$ cat config.mk
export PLATFORM = sky130hd
export DESIGN_NAME = ns_msg_fifo
export DESIGN_NICKNAME = d
export VERILOG_FILES = /design/src/rtl/ns_msg_fifo.sv
export SDC_FILE = /design/constraint.sdc
export NUM_CORES = 1
export LEC_CHECK = 0
export CORE_ASPECT_RATIO = 1.5
export CORE_MARGIN = 1.5
export CORE_UTILIZATION = 56
export CTS_CLUSTER_SIZE = 25
export DETAILED_ROUTE_END_ITERATION = 10
export GPL_TIMING_DRIVEN = 0
export PLACE_DENSITY = 0.85
export SYNTH_ARGS = -nofsm -noshare
export SYNTH_HDL_FRONTEND = slang
export SYNTH_SLANG_ARGS = --single-unit
$ cat constraint.sdc
create_clock -name i_clk -period 6.7 [get_ports i_clk]
set_clock_uncertainty 0.05 [all_clocks]
set_input_delay 1.34 -clock i_clk [delete_from_list [all_inputs] [get_ports i_clk]]
set_output_delay 1.34 -clock i_clk [all_outputs]
set_load 0.1 [all_outputs]
$ cat src/rtl/ns_msg_fifo.sv
// rtl/ns_msg_fifo.sv - 4-phase req/ack message FIFO between producer and consumer
// Optional redundancy check on ingress enabled by NS_FIFO_REDUN_CHK_EN.

`ifndef NS_ADDRESS_SIZE
`define NS_ADDRESS_SIZE 4
`endif
`ifndef NS_DATA_SIZE
`define NS_DATA_SIZE 8
`endif
`ifndef NS_REDUN_SIZE
`define NS_REDUN_SIZE 4
`endif

`ifdef NS_FIFO_REDUN_CHK_EN
module calc_redun #(
    parameter int ASZ = `NS_ADDRESS_SIZE,
    parameter int DSZ = `NS_DATA_SIZE,
    parameter int RSZ = `NS_REDUN_SIZE
) (
    input  logic [ASZ-1:0] src,
    input  logic [ASZ-1:0] dst,
    input  logic [DSZ-1:0] dat,
    output logic [RSZ-1:0] red
);
    localparam int W = 2*ASZ + DSZ;
    localparam int N = (W + RSZ - 1) / RSZ;

    logic [N*RSZ-1:0] flat;

    // XOR-fold the concatenated header and payload into RSZ-bit chunks
    always_comb begin
        flat = '0;
        flat[W-1:0] = {src, dst, dat};
        red = '0;
        for (int i = 0; i < N; i++)
            red = red ^ flat[i*RSZ +: RSZ];
    end
endmodule
`endif

module ns_msg_fifo #(
    parameter int FSZ = 2,
    parameter int ASZ = `NS_ADDRESS_SIZE,
    parameter int DSZ = `NS_DATA_SIZE,
    parameter int RSZ = `NS_REDUN_SIZE
) (
    input  logic           i_clk,
    input  logic           reset,
    input  logic [ASZ-1:0] i0_src,
    input  logic [ASZ-1:0] i0_dst,
    input  logic [DSZ-1:0] i0_dat,
    input  logic [RSZ-1:0] i0_red,
    input  logic           i0_req,
    output logic           i0_ack,
    output logic [ASZ-1:0] o0_src,
    output logic [ASZ-1:0] o0_dst,
    output logic [DSZ-1:0] o0_dat,
    output logic [RSZ-1:0] o0_red,
    output logic           o0_req,
    input  logic           o0_ack,
    output logic [FSZ:0]   o_cnt,
    output logic           o_full,
    output logic           o_empty,
    output logic           o_err
);
    localparam int DEPTH = 1 << FSZ;
    localparam int MW    = 2*ASZ + DSZ + RSZ;

    typedef enum logic {IN_IDLE, IN_ACK}   in_state_t;
    typedef enum logic {OUT_IDLE, OUT_REQ} out_state_t;

    in_state_t     in_st;
    out_state_t    out_st;
    logic [MW-1:0] mem [DEPTH];
    logic [FSZ-1:0] wr_ptr;
    logic [FSZ-1:0] rd_ptr;
    logic [FSZ:0]  count;
    logic          push;
    logic          store;
    logic          pop;
    logic          load;

    assign o_cnt   = count;
    assign o_full  = (count == (FSZ+1)'(DEPTH));
    assign o_empty = (count == '0);

    // Full and empty come from pre-edge count, so a pop never admits a push on the same edge
    assign push = (in_st == IN_IDLE) && i0_req && !o_full;
    assign pop  = (out_st == OUT_REQ) && o0_ack;
    assign load = (out_st == OUT_IDLE) && !o_empty && !o0_ack;

`ifdef NS_FIFO_REDUN_CHK_EN
    logic [RSZ-1:0] red_calc;
    logic           err_q;

    calc_redun #(.ASZ(ASZ), .DSZ(DSZ), .RSZ(RSZ)) u_calc_redun (
        .src (i0_src),
        .dst (i0_dst),
        .dat (i0_dat),
        .red (red_calc)
    );

    // Corrupt messages are still acknowledged so the producer never stalls
    assign store = push && (i0_red == red_calc);
    assign o_err = err_q;

    always_ff @(posedge i_clk) begin
        if (!reset)
            err_q <= 1'b0;
        else if (push && (i0_red != red_calc))
            err_q <= 1'b1;
    end
`else
    assign store = push;
    assign o_err = 1'b0;
`endif

    always_ff @(posedge i_clk) begin
        if (store)
            mem[wr_ptr] <= {i0_src, i0_dst, i0_dat, i0_red};
    end

    always_ff @(posedge i_clk) begin
        if (!reset) begin
            in_st  <= IN_IDLE;
            out_st <= OUT_IDLE;
            wr_ptr <= '0;
            rd_ptr <= '0;
            count  <= '0;
            i0_ack <= 1'b0;
            o0_req <= 1'b0;
            o0_src <= '0;
            o0_dst <= '0;
            o0_dat <= '0;
            o0_red <= '0;
        end else begin
            case (in_st)
                IN_IDLE: if (push) begin
                    in_st  <= IN_ACK;
                    i0_ack <= 1'b1;
                end
                IN_ACK: if (!i0_req) begin
                    in_st  <= IN_IDLE;
                    i0_ack <= 1'b0;
                end
                default: in_st <= IN_IDLE;
            endcase

            if (store)
                wr_ptr <= wr_ptr + 1'b1;

            case (out_st)
                OUT_IDLE: if (load) begin
                    out_st <= OUT_REQ;
                    o0_req <= 1'b1;
                    {o0_src, o0_dst, o0_dat, o0_red} <= mem[rd_ptr];
                end
                OUT_REQ: if (pop) begin
                    out_st <= OUT_IDLE;
                    o0_req <= 1'b0;
                    rd_ptr <= rd_ptr + 1'b1;
                end
                default: out_st <= OUT_IDLE;
            endcase

            case ({store, pop})
                2'b10:   count <= count + 1'b1;
                2'b01:   count <= count - 1'b1;
                default: count <= count;
            endcase
        end
    end
endmodule

* Word-level counts from Yosys, hierarchy flattened
Memory sizes are Yosys's and may differ from the RTL's. A register that Yosys moved wholly into a read port is not among the register bits.
Index checks and enable logic that the tools add are counted.
** Cells by class
- $add $sub $neg :: 4
- Eq/ne operators :: 7
- Mux-type cells :: 14
- Bitwise operators :: 2
- Reduce and logical (&&, ||, !) cells :: 15
** Operator list (number)
- $mux W1 :: 9
- $pmux W1 S2 :: 4
- $reduce_and A2 Y1 :: 4
- $ne A2 B2 Y1 const B :: 3
- $pmux W3 S2 :: 1
- $logic_and A1 B1 Y1 :: 5
- $add A2 B1 Y2 const B :: 2
- $logic_not A1 Y1 :: 4
- $add A3 B1 Y3 const B :: 1
- $eq A3 B3 Y1 const B :: 1
- $logic_not A3 Y1 :: 1
- $sub A3 B1 Y3 const B :: 1
- $eq A2 B1 Y1 const B :: 1
- $eq A2 B2 Y1 const B :: 1
- $ne A2 B1 Y1 const B :: 1
- $not A1 Y1 :: 2
- $reduce_bool A2 Y1 :: 1
** Word-level totals
- Register bits after elaboration :: 11
- Bits in writable memories :: 80
- Bits of input ports :: 24
- Output and inout port bits :: 28
- Word-level logic and storage cells :: 50
- Memories :: 1
** Memories
- mem :: words 4, width 20, rd ports 1, clocked after Yosys merged registers in 1, wr ports 1, RTL line 74 : logic [MW-1:0] mem [DEPTH];

* Longest topological paths before layout
- Depth after elaboration :: 6
- Mapped depth :: 9
- Depth with buffers taken out :: 8

* Worst setup path before layout
No wires, ideal clock.
- Path type :: flip-flop to output port
- Start :: register count[0], in the netlist o_cnt[0]
- End :: output port o_empty
- Arrival :: 2112 ps
- Data required time :: 5310 ps
- Slack :: 3198 ps
- Stages on the path, launching flop included :: 2
- Path buffers :: 0
- Cell sequence :: dfxtp_1 -> nor3_2
** Between the ends
- Longest elaborated chain between the ends :: 1
** Ends and longest elaborated chain
- start: declaration :: RTL line 77 : logic [FSZ:0] count;
- start signal: assignment :: RTL line 167 : 2'b10: count <= count + 1'b1;
- start signal: assignment :: RTL line 168 : 2'b01: count <= count - 1'b1;
- start signal: assignment :: RTL line 169 : default: count <= count;
- $logic_not A3 Y1 :: RTL line 85 : assign o_empty = (count == '0);
- end: declaration :: RTL line 63 : output logic o_empty,
No other way between the ends.

* Final worst setup path
- Start :: register count[2], in the netlist o_cnt[2]
- End :: output port o_full
** Between the ends
- Longest elaborated chain between the ends :: 1
** Ends and longest elaborated chain
- $eq A3 B3 Y1 :: RTL line 84 : assign o_full = (count == (FSZ+1)'(DEPTH));
- end: declaration :: RTL line 62 : output logic o_full,
No other way between the ends.

==> reports/summary.txt <==
number of buffers added on ports = 50
CP arrival = 2520 ps
yosys warns = 0
most frequent cells in the layout = 80 x edfxtp_1, 50 x clkdlybuf4s50_1, 31 x dfxtp_1
CP cell instances = or3b_1 > buf_2 > clkinv_2 > clkdlybuf4s50_1
Leakage = 1.64 nW
synth-to-layout area growth = 18.7%
final setup vio count = 0
area occupied by multi-input gates = 953 um2
Ports = 52
Power Dens Cells = 286 mW/mm2
net count after synthesis = 249
TNS Setup = 0 ps
CP max-delay cell = clkdlybuf4s50_1
largest net degree at the start of global routing = 21
crit-path max cell delay = 1130 ps
drt drc = 0
Initial Utilization = 0.587
Fillers = 465
synth unique cells = 30
Final HPWL DP = 4370 um
post-synth top area cell = edfxtp_1
Final Hold Fails = 0
CP Class = reg -> out
RSZ-0062 raised after global routing = no
nets@finish = 310
vias in the first global route = 2126
hold_buf cts = 0
first-pass GRT wire length = 10900 um
Worst slew margin = 0.280
hold_ws = 432 ps
worst vdd ir = 197 uV
CP delay by family, top = buffers and inverters
CP Max Fanout = 8
Register Area = 0.00302 mm2
Top Metal Used = met4
Seq cells post-synth = 111
Worst Tran Pin Value = 1080 ps
Slew Limit Fails = 0
ant diodes = 0
Setup Slack @ Placement = 3030 ps
Setup crit end kind = output pin
Clk pin slew, worst setup/hold paths = 90 ps
WL met2 = 3540 um
CTS Buffer Depth = 2
sequential element share of the synthesized area = 0.741
mapped cell area = 0.00408 mm2
Congestion Overflow GR = 0
Detailed Route Iter0 Violations = 153
antenna viol nets, final = 0
CTS tree = built
total CTS buffers = 9
fin worst setup slack = 2790 ps
CTS Sinks = 111
GP Congestion = 0.690
fmax = 0.256 GHz
WL final = 6690 um
Worst Hold Class = reg -> reg
Die X = 72.7 um
Post-Syn Area per Cell = 18.6 um2
top post-synthesis cells by area = edfxtp_1 59%, dfxtp_1 15%, mux4_2 9.9%
hold path startpoint = o0_req
met3 routed WL = 297 um
H-Tree Depth = 3
leading cell type in the layout, fill and taps excluded = edfxtp_1
Critical Path Source Type = flip-flop
M1 WL = 2750 um
DR vias = 2107
Reg-to-Reg Start = o_cnt[2]
worst path bufs/invs = 3
root buffer cell = clkbuf_8
Final period util = 0.583
initial antenna violation count = 0
max-cap violations = 0
Synth top area share = 0.589
Vias/cell = 5.80
DR pass1 iterations = 4
Die Y = 108 um
cells resized by post-CTS repair = 0
Die Footprint = 0.00782 mm2
worst setup path startpoint = o_cnt[2]
status = finished, final reports clean
WP data required = 5310 ps
routed length per placed instance = 18.4 um
# rows = 37
core area = 0.00694 mm2
post-synthesis cell count = 219
clk_lat worst skew = 360 ps
share of layout cells above drive strength 1 = 0.144
setup bufs post-CTS = 0
final core occ = 0.697
min Tclk post-route = 3910 ps
Total GRT Usage = 0.194
## sequential cells by signal, summed over array words and instances (netlist names), 2 cells and up
name,cells
o0_dat,8
wr_ptr,2
o0_src,4
o_cnt,3
rd_ptr,2
mem,80
o0_dst,4
o0_red,4
## power by group
group / switching, W / internal, W / leakage, nW
logic: 0.000178 / 0.0000757 / 0.570
clock network: 0.000196 / 0.000145 / 0.0844
registers: 0.0000169 / 0.000770 / 0.983
total: 0.000391 / 0.000991 / 1.64
## Yosys cell counts
cell / number
a21oi_1: 7
a22o_1: 20
and3_1: 4
buf_2: 6
buf_4: 1
buf_6: 2
clkbuf_1: 2
clkinv_2: 1
conb_1: 1
dfxtp_1: 31
edfxtp_1: 80
fa_1: 1
ha_1: 5
inv_1: 8
mux4_1: 2
mux4_2: 18
nand2_1: 4
nand2b_1: 1
nand3_1: 3
nor2_1: 5
nor2b_1: 1
nor3_1: 1
nor3_2: 1
nor4_1: 2
o21ai_0: 2
o21ai_1: 2
o31a_1: 1
or3_1: 2
or3b_1: 1
xor2_1: 4
## path summary, 6_finish.rpt
kind	endpoint	slack, ps	cells after the start
max	o_full	2790	4
min	o0_req	430	2
max reg2reg	o_cnt[2]	4280	9
min reg2reg	o0_req	430	2
## layout make-up
class / count / area share
flip-flops and latches: 111 / 0.625
multi-input cells: 88 / 0.197
repair buffers: 50 / 0.103
clock buffers: 14 / 0.0315
well taps: 78 / 0.0202
plain buffers: 11 / 0.0140
inverters: 9 / 0.00724
clock inverters: 2 / 0.00207
## stage by stage
step / std cells / power, W / cell area, um2
floorplan: 219 / 0.000987 / 4080
global placement: 347 / 0.00105 / 4680
finish: 363 / 0.00138 / 4840
CTS: 363 / 0.00140 / 4840
detailed placement: 347 / 0.00106 / 4680
global route: 363 / 0.00143 / 4840
## routing by layer
| layer | global-route usage | vias to the layer above |
|---|---|---|
| li1 | - | 979 |
| met1 | 0.241 | 1063 |
| met2 | 0.318 | 55 |
| met3 | 0.0581 | 10 |
| met4 | 0.0714 | 0 |
| met5 | 0 | - |
## logic make-up after synthesis
family                   after synthesis  share of synthesized area
flip-flops                           111                      0.741
AO/OA/AOI/OAI                         32                     0.0586
AND/OR/NAND/NOR                       25                     0.0331
multiplexers                          20                      0.112
buffers and inverters                 20                     0.0252
adder cells (fa/ha/maj)                6                     0.0202
XOR/XNOR                               4                    0.00859
other                                  1                   0.000919
## worst reg2reg max path, stage by stage (launching register included)
cell	delay, ps
dfxtp_1	420
or3b_1	360
buf_2	170
nand2_1	100
ha_1	200
inv_1	70
fa_1	380
xor2_1	160
or3_1	310
a21oi_1	140
No activity file was read; power rests on OpenSTA's default activity.
